==> src/rtl/blake2_ctrl_pkg.sv <==
// blake2_ctrl_pkg: shared constants, controller states and the last-word byte-keep mask
package blake2_ctrl_pkg;
  localparam int WORD_W = 64;
  localparam int WORDS_PER_BLOCK = 16;
  localparam int BLOCK_W = WORD_W * WORDS_PER_BLOCK;
  localparam int LEN_W = 128;
  localparam int DIGEST_W = 88;
  typedef enum logic [2:0] {IDLE, START, FILL, ISSUE, WAIT_RDY, WAIT_DGST, OUT} state_t;
  function automatic logic [WORD_W-1:0] byte_mask(input logic [3:0] n);
    return ~({WORD_W{1'b1}} << {n, 3'b000});
  endfunction
endpackage

==> src/rtl/blake2_block_packer.sv <==
// blake2_block_packer: slots stream words into a block, masks the last word, keeps the hold word and byte count
module blake2_block_packer
  import blake2_ctrl_pkg::*;
(
  input  logic               clk,
  input  logic               reset_n,
  input  logic               clr,
  input  logic               acc,
  input  logic               shift,
  input  logic [WORD_W-1:0]  s_data,
  input  logic               s_last,
  input  logic [3:0]         s_bytes,
  output logic [BLOCK_W-1:0] block,
  output logic [4:0]         cnt,
  output logic               fin,
  output logic [LEN_W-1:0]   len
);
  logic [WORD_W-1:0] hold;
  logic              hold_last;
  logic [3:0]        nb;
  logic [WORD_W-1:0] w;
  always_comb begin
    nb = (!s_last || (s_bytes == 4'd0 && cnt != 5'd0)) ? 4'd8 : s_bytes;
    w = s_data & byte_mask(nb);
  end
  // a word arriving with 16 slots full parks in hold until the block is issued
  always_ff @(posedge clk or negedge reset_n)
    if (!reset_n) begin
      block <= '0;
      cnt <= '0;
      fin <= 1'b0;
      len <= '0;
      hold <= '0;
      hold_last <= 1'b0;
    end else if (clr) begin
      block <= '0;
      cnt <= '0;
      fin <= 1'b0;
      len <= '0;
      hold <= '0;
      hold_last <= 1'b0;
    end else if (shift) begin
      block <= BLOCK_W'(hold);
      cnt <= 5'd1;
      fin <= hold_last;
      hold_last <= 1'b0;
    end else if (acc) begin
      len <= len + LEN_W'(nb);
      if (cnt[4]) begin
        hold <= w;
        hold_last <= s_last;
      end else begin
        block[{cnt[3:0], 6'd0} +: WORD_W] <= w;
        cnt <= cnt + 5'd1;
        fin <= s_last;
      end
    end
endmodule

==> src/rtl/blake2_stream_ctrl.sv <==
// blake2_stream_ctrl: sequences a 64-bit word stream into BLAKE2 core commands and hands back the digest
module blake2_stream_ctrl
  import blake2_ctrl_pkg::*;
(
  input  logic                clk,
  input  logic                reset_n,
  input  logic [WORD_W-1:0]   s_data,
  input  logic                s_valid,
  input  logic                s_last,
  input  logic [3:0]          s_bytes,
  output logic                s_ready,
  output logic                core_init,
  output logic                core_next,
  output logic                core_final,
  output logic [BLOCK_W-1:0]  core_block,
  output logic [LEN_W-1:0]    core_length,
  input  logic                core_ready,
  input  logic                core_digest_valid,
  input  logic [DIGEST_W-1:0] core_digest,
  output logic [DIGEST_W-1:0] dgst,
  output logic                dgst_valid,
  input  logic                dgst_ready,
  output logic                busy
);
  state_t     state, nxt;
  logic [4:0] cnt;
  logic       fin;
  logic       acc;
  logic       shift;
  blake2_block_packer u_pack (
    .clk     (clk),
    .reset_n (reset_n),
    .clr     (state == IDLE),
    .acc     (acc),
    .shift   (shift),
    .s_data  (s_data),
    .s_last  (s_last),
    .s_bytes (s_bytes),
    .block   (core_block),
    .cnt     (cnt),
    .fin     (fin),
    .len     (core_length)
  );
  always_ff @(posedge clk or negedge reset_n)
    if (!reset_n) state <= IDLE;
    else state <= nxt;
  always_ff @(posedge clk or negedge reset_n)
    if (!reset_n) dgst <= '0;
    else if (state == WAIT_DGST && core_digest_valid) dgst <= core_digest;
  always_comb begin
    nxt = state;
    core_init = 1'b0;
    core_next = 1'b0;
    core_final = 1'b0;
    s_ready = state == FILL;
    acc = s_valid && s_ready;
    shift = 1'b0;
    case (state)
      IDLE:      nxt = s_valid ? START : IDLE;
      START: begin
        core_init = core_ready;
        nxt = core_ready ? FILL : START;
      end
      FILL:      nxt = (acc && (cnt[4] || s_last)) ? ISSUE : FILL;
      ISSUE: begin
        core_next = core_ready && !fin;
        core_final = core_ready && fin;
        shift = core_next;
        nxt = core_final ? WAIT_DGST : core_next ? WAIT_RDY : ISSUE;
      end
      // one cycle of ignoring core_ready after a pulse; a last hold word goes straight back to issue
      WAIT_RDY:  nxt = fin ? ISSUE : FILL;
      WAIT_DGST: nxt = core_digest_valid ? OUT : WAIT_DGST;
      OUT:       nxt = dgst_ready ? IDLE : OUT;
      default:   nxt = IDLE;
    endcase
  end
  assign dgst_valid = state == OUT;
  assign busy = state != IDLE;
endmodule

==> config.mk <==
export PLATFORM = sky130hd
export DESIGN_NAME = blake2_stream_ctrl
export DESIGN_NICKNAME = d
export VERILOG_FILES = /design/src/rtl/blake2_ctrl_pkg.sv /design/src/rtl/blake2_block_packer.sv /design/src/rtl/blake2_stream_ctrl.sv
export SDC_FILE = /design/constraint.sdc
export NUM_CORES = 2
export LEC_CHECK = 0
export BUFFER_PORTS_ARGS = -buffer_cell sky130_fd_sc_hd__buf_2
export CORE_AREA = 2 2 554 556
export CTS_CLUSTER_SIZE = 8
export DETAILED_ROUTE_END_ITERATION = 8
export DIE_AREA = 0 0 556 558
export MAX_ROUTING_LAYER = met4
export PLACE_DENSITY = 0.38
export SYNTH_ARGS = -nofsm -noshare
export SYNTH_HDL_FRONTEND = slang
export SYNTH_SLANG_ARGS = --single-unit
==> constraint.sdc <==
create_clock -name clk -period 5.8 [get_ports clk]
set_clock_uncertainty 0.1 [all_clocks]
set_input_delay 0.58 -clock clk [delete_from_list [all_inputs] [get_ports clk]]
set_output_delay 0.58 -clock clk [all_outputs]
set_load 0.01 [all_outputs]
Yosys cells after proc, flatten, opt, wreduce, memory -nomap -nowiden:

Cells that the tools add are included.
Widths: inputs -> output; s select.

* $add $sub $neg: 3
* equality and inequality tests: 8
* shift-type cells: 3
* mux-type cells: 37
* bitwise operators: 2
* reductions and logical operators: 22

Operators with widths (count)
* $mux 1024: 4
* $bwmux 1024: 1
* $shift 64x12->1024 const A: 1
* $shiftx 64x12->1024: 1
* $mux 128: 3
* $mux 64: 4
* $add 128x4->128: 1
* $and 64x64->64: 1
* $not 64->64: 1
* $shl 64x7->64 const A: 1
* $pmux 3 s7: 1
* $mux 5: 4
* $mux 1: 14
* $neg 10->12: 1
* $eq 3x3->1 const B: 3
* $mux 3: 3
* $reduce_bool 3->1: 3
* $eq 3x2->1 const B: 2
* $logic_and 1x1->1: 6
* $reduce_and 2->1: 3
* $add 5x1->5 const B: 1
* $reduce_bool 5->1: 1
* $logic_not 4->1: 1
* $mux 2: 2
* 9 further kinds: 12

* register bits after elaboration: 1314
* output and inout bits: 1246

Longest topological paths before layout:

* depth after elaboration: 13
* depth in mapped cells: 17
* gate-level depth less buffers: 12

By module:

A second synthesis with hierarchy kept.

* cell total of the unflattened synthesis: 4991
* area, all modules: 51094.0 um^2

Modules (own cells, without submodules)
* blake2_block_packer: instances 1, cells each 4770, area each 47500.6 um^2
* blake2_stream_ctrl: instances 1, cells each 221, area each 3593.4 um^2

Worst setup path before layout:

Ideal clock, no wire load.

* path type: register -> register
* from: reg u_pack.cnt[0]
* to: reg u_pack.len[124]
* setup time: 78 ps
* arrival time: 4383 ps
* setup slack: 1239 ps
* stages on the path, launching flop included: 16
* path buffers: 3
* cells stage by stage: dfrtp_1 > clkbuf_1 > inv_1 > ha_1 > nor4b_1 > nor3_1 > a21o_1 > clkbuf_1 > buf_1 > ha_1 > nor2_1 > nor4_1 > nand4_1 > or4_4 > or4_1 > a21oi_1

* longest elaborated chain between the ends: 8

Ends and longest elaborated chain
* start: declaration: line blake2_block_packer.sv:14 `output logic [4:0] cnt,`
* start signal: assignment: line blake2_block_packer.sv:54 `cnt <= cnt + 5'd1;`
* $reduce_bool 5->1: line blake2_block_packer.sv:23 `nb = (!s_last || (s_bytes == 4'd0 && cnt != 5'd0)) ? 4'd8 : s_bytes;`
* $logic_and 1x1->1: line blake2_block_packer.sv:23
* $logic_or 1x1->1: line blake2_block_packer.sv:23
* $mux 4: line blake2_block_packer.sv:23
* $add 128x4->128: line blake2_block_packer.sv:48 `len <= len + LEN_W'(nb);`
* $mux 128: line blake2_block_packer.sv:47 `end else if (acc) begin`
* $mux 128: line blake2_block_packer.sv:42 `end else if (shift) begin`
* $mux 128: line blake2_block_packer.sv:35 `end else if (clr) begin`
* end signal: assignment: line blake2_block_packer.sv:48
* end: declaration: line blake2_block_packer.sv:16 `output logic [LEN_W-1:0] len`

Every way passes these cells. The select of a mux whose other input is x is not followed.
A chain may end at the register's enable or synchronous reset.

Final worst setup path:

* from: reg u_pack.cnt[0]
* to: reg u_pack.len[89]

Same word-level chain as after synthesis.

==> flow_metrics.tcl <==
set metrics [dict create \
    routed_via_density 4.47 \
    status "completed" \
    drive_gt1_share_pct 30.9 \
    min_path_type "in -> reg" \
    critPathLaunchType "register" \
    hpwlAfterDp_um 214000 \
    clockRootBuffer "clkbuf_16" \
    cellPowerDensity_nw_per_um2 393 \
    grt_use_total_pct 19.5 \
    dr.pass1.iters 5 \
    clock_sinks 1314 \
    achievable-frequency_mhz 204 \
    cts_made_buffers 190 \
    fin_crit_sh_pct 84.7 \
    first_global_vias 45285 \
    peakVddDrop_mv 0.328 \
    path_clk_slew_ns 0.06 \
    syn-instance-count 4730 \
    cts_tree "built" \
    cp_max_fo 14 \
    p_leak_uw 0.0338 \
    postPlaceCellArea_sq_um 63400 \
    postLayoutCellArea_sq_um 70000 \
    hold_violations 0 \
    cts-htree-levels 4 \
    clk_latency_ns 0.83 \
    cap_violations 0 \
    dieWidth_um 556 \
    syn-num-nets 4900 \
    hold_ws_ns 0.0598 \
    final_common_cell "buf_2" \
    rows 203 \
    fin_ws_ns 0.888 \
    post_cts_resized 0 \
    cp-end-kind "register" \
    vias 45939 \
    yosys_warnings 0 \
    worstRegToRegCells 13 \
    slew_headroom_pct 15.2 \
    grt_pass1_wl_um 407000 \
    grt_overflow 0 \
    remaining_drc_errors 0 \
    synthArstFlopShare_pct 100 \
    fill_cells 33046 \
    antenna_left 0 \
    wl_per_cell_um 29.6 \
    crit_type "reg -> reg" \
    ys_types 71 \
    cts_max_path_buffers 4 \
    synth_flop_cell "dfrtp_1" \
    syn_area_per_cell_sq_um 10.8 \
    cp.required_ns 6.44 \
    hold_depth 3 \
    rsz0062_at_grt "false" \
    routed_wl_um 305000 \
    grt_max_degree 151 \
    port_buffers 1408 \
    arrival_ns 5.55 \
    synth_seq_cells 1314 \
    maxSlewViolCount 0 \
    die_h_um 558 \
    setup-tns-final_ns 0 \
    worst_pin_slew_ns 1.27 \
    areaGrowthSynthToFinish_pct 36.6 \
    antenna_found_initial 78 \
    synth_seq_area_share_pct 64.2 \
    synth_edf_count 0 \
    start_util_pct 16.8 \
    post-place-ws_ns 0.958 \
    die-area_sq_um 310000 \
    drt_iter0_drc 3920 \
    finalSetupViolCount 0 \
    final_cell_mix "buf_2, dfrtp_1, o21ai_0" \
    syn_area_sq_um 51200 \
    coreArea_sq_um 305000 \
    layout_min_cycle_time_ns 4.91 \
    nets 6377 \
    ioPinCount 1409 \
    gp_congestion 0.865 \
]
## logic make-up after synthesis
logic type	share of synthesized area, %
adder cells (fa/ha/maj)	0.190
XOR/XNOR	0.991
AO/OA/AOI/OAI	15.9
buffers and inverters	3.22
flip-flops	64.2
AND/OR/NAND/NOR	13.6
multiplexers	1.95
## final cells by class
| type | instances | area, sq um | area share, % |
|---|---|---|---|
| sequential | 1314 | 32900 | 47.0 |
| multi-input combinational | 2977 | 17100 | 24.4 |
| timing repair buffer | 1690 | 9680 | 13.8 |
| tap | 3997 | 5000 | 7.14 |
| clock buffer | 197 | 4810 | 6.87 |
| clock inverter | 18 | 285 | 0.407 |
| antenna | 57 | 143 | 0.204 |
| inverter | 34 | 128 | 0.182 |
## where the power goes
part	total (uW)	switching [uW]	internal, uW
Sequential	10200	384	9770
Combinational	7140	5610	1530
Clock	10200	4330	5910
Total	27500	10300	17200
## worst max-delay path, stage by stage (launching register included)
cell and delay (ns):
dfrtp_1 0.52, inv_1 0.17, ha_1 0.30, nor4b_1 0.28, buf_4 0.20, nor3_1 0.06, a21o_1 0.22, ha_1 0.34
nor2_1 0.07, nor4_1 0.59, nand4_1 0.57, or3_1 0.68, or4_1 0.56, a21oi_1 0.16
## state kept, by name (all words and copies together) (netlist names)
register	cells
dgst	88
state	3
u_pack.block	1024
u_pack.cnt	5
u_pack.fin	1
u_pack.hold	64
u_pack.hold_last	1
u_pack.len	128
## stage by stage
stage	utilization [%]	total power [uW]	instances
finish	23.0	27500	10284
global route	23.0	28700	10242
CTS	22.9	28100	10227
floorplan	-	13300	4730
detailed placement	20.8	17600	9871
global placement	20.8	17500	9871
## cells in the mapped netlist (29+ instances only)
cell type / n / share of area [%]
xnor2_1: 44 / 0.75
nor2_1: 163 / 1.2
o2bb2ai_1: 257 / 4.4
nand3_1: 383 / 3.7
nor4_1: 35 / 0.43
a32oi_1: 56 / 0.96
nor3_1: 29 / 0.28
clkbuf_1: 360 / 2.6
buf_1: 43 / 0.31
o21ai_0: 820 / 8.0
nand2_1: 596 / 4.4
dfrtp_1: 1314 / 64
or3_1: 45 / 0.55
a21oi_1: 146 / 1.4
mux2_2: 88 / 1.9
nand4_1: 56 / 0.68
or4_1: 39 / 0.57
inv_1: 33 / 0.24
## path summary, 6_finish.rpt
check                                          to  slack, ns         startpoint
min in group asynchronous       u_pack.block[964]       0.18            reset_n
max in group asynchronous       u_pack.block[156]       3.55            reset_n
worst min-delay path             u_pack.block[26]       0.06         s_data[26]
worst min register to register  u_pack.block[370]       0.37  u_pack.block[370]
worst max register to register     u_pack.len[89]       0.89      u_pack.cnt[0]
worst max-delay path               u_pack.len[89]       0.89      u_pack.cnt[0]
## metal layers
| layer | up-vias | track usage (%) | part of all wire [%] |
|---|---|---|---|
| li1 | 19772 | - | - |
| met1 | 23772 | 24.6 | 42 |
| met2 | 2024 | 30.3 | 46 |
| met3 | 371 | 5.67 | 8.9 |
| met4 | 0 | 4.74 | 2.6 |
| met5 | - | - | 0 |
## repair_timing
action | 4_1_cts | 5_1_grt
hold endpoints to repair | 226 | 0
hold buffers | 141 | 0
buffers inserted | 0 | 0
No activity file was read; power rests on OpenSTA's default activity.
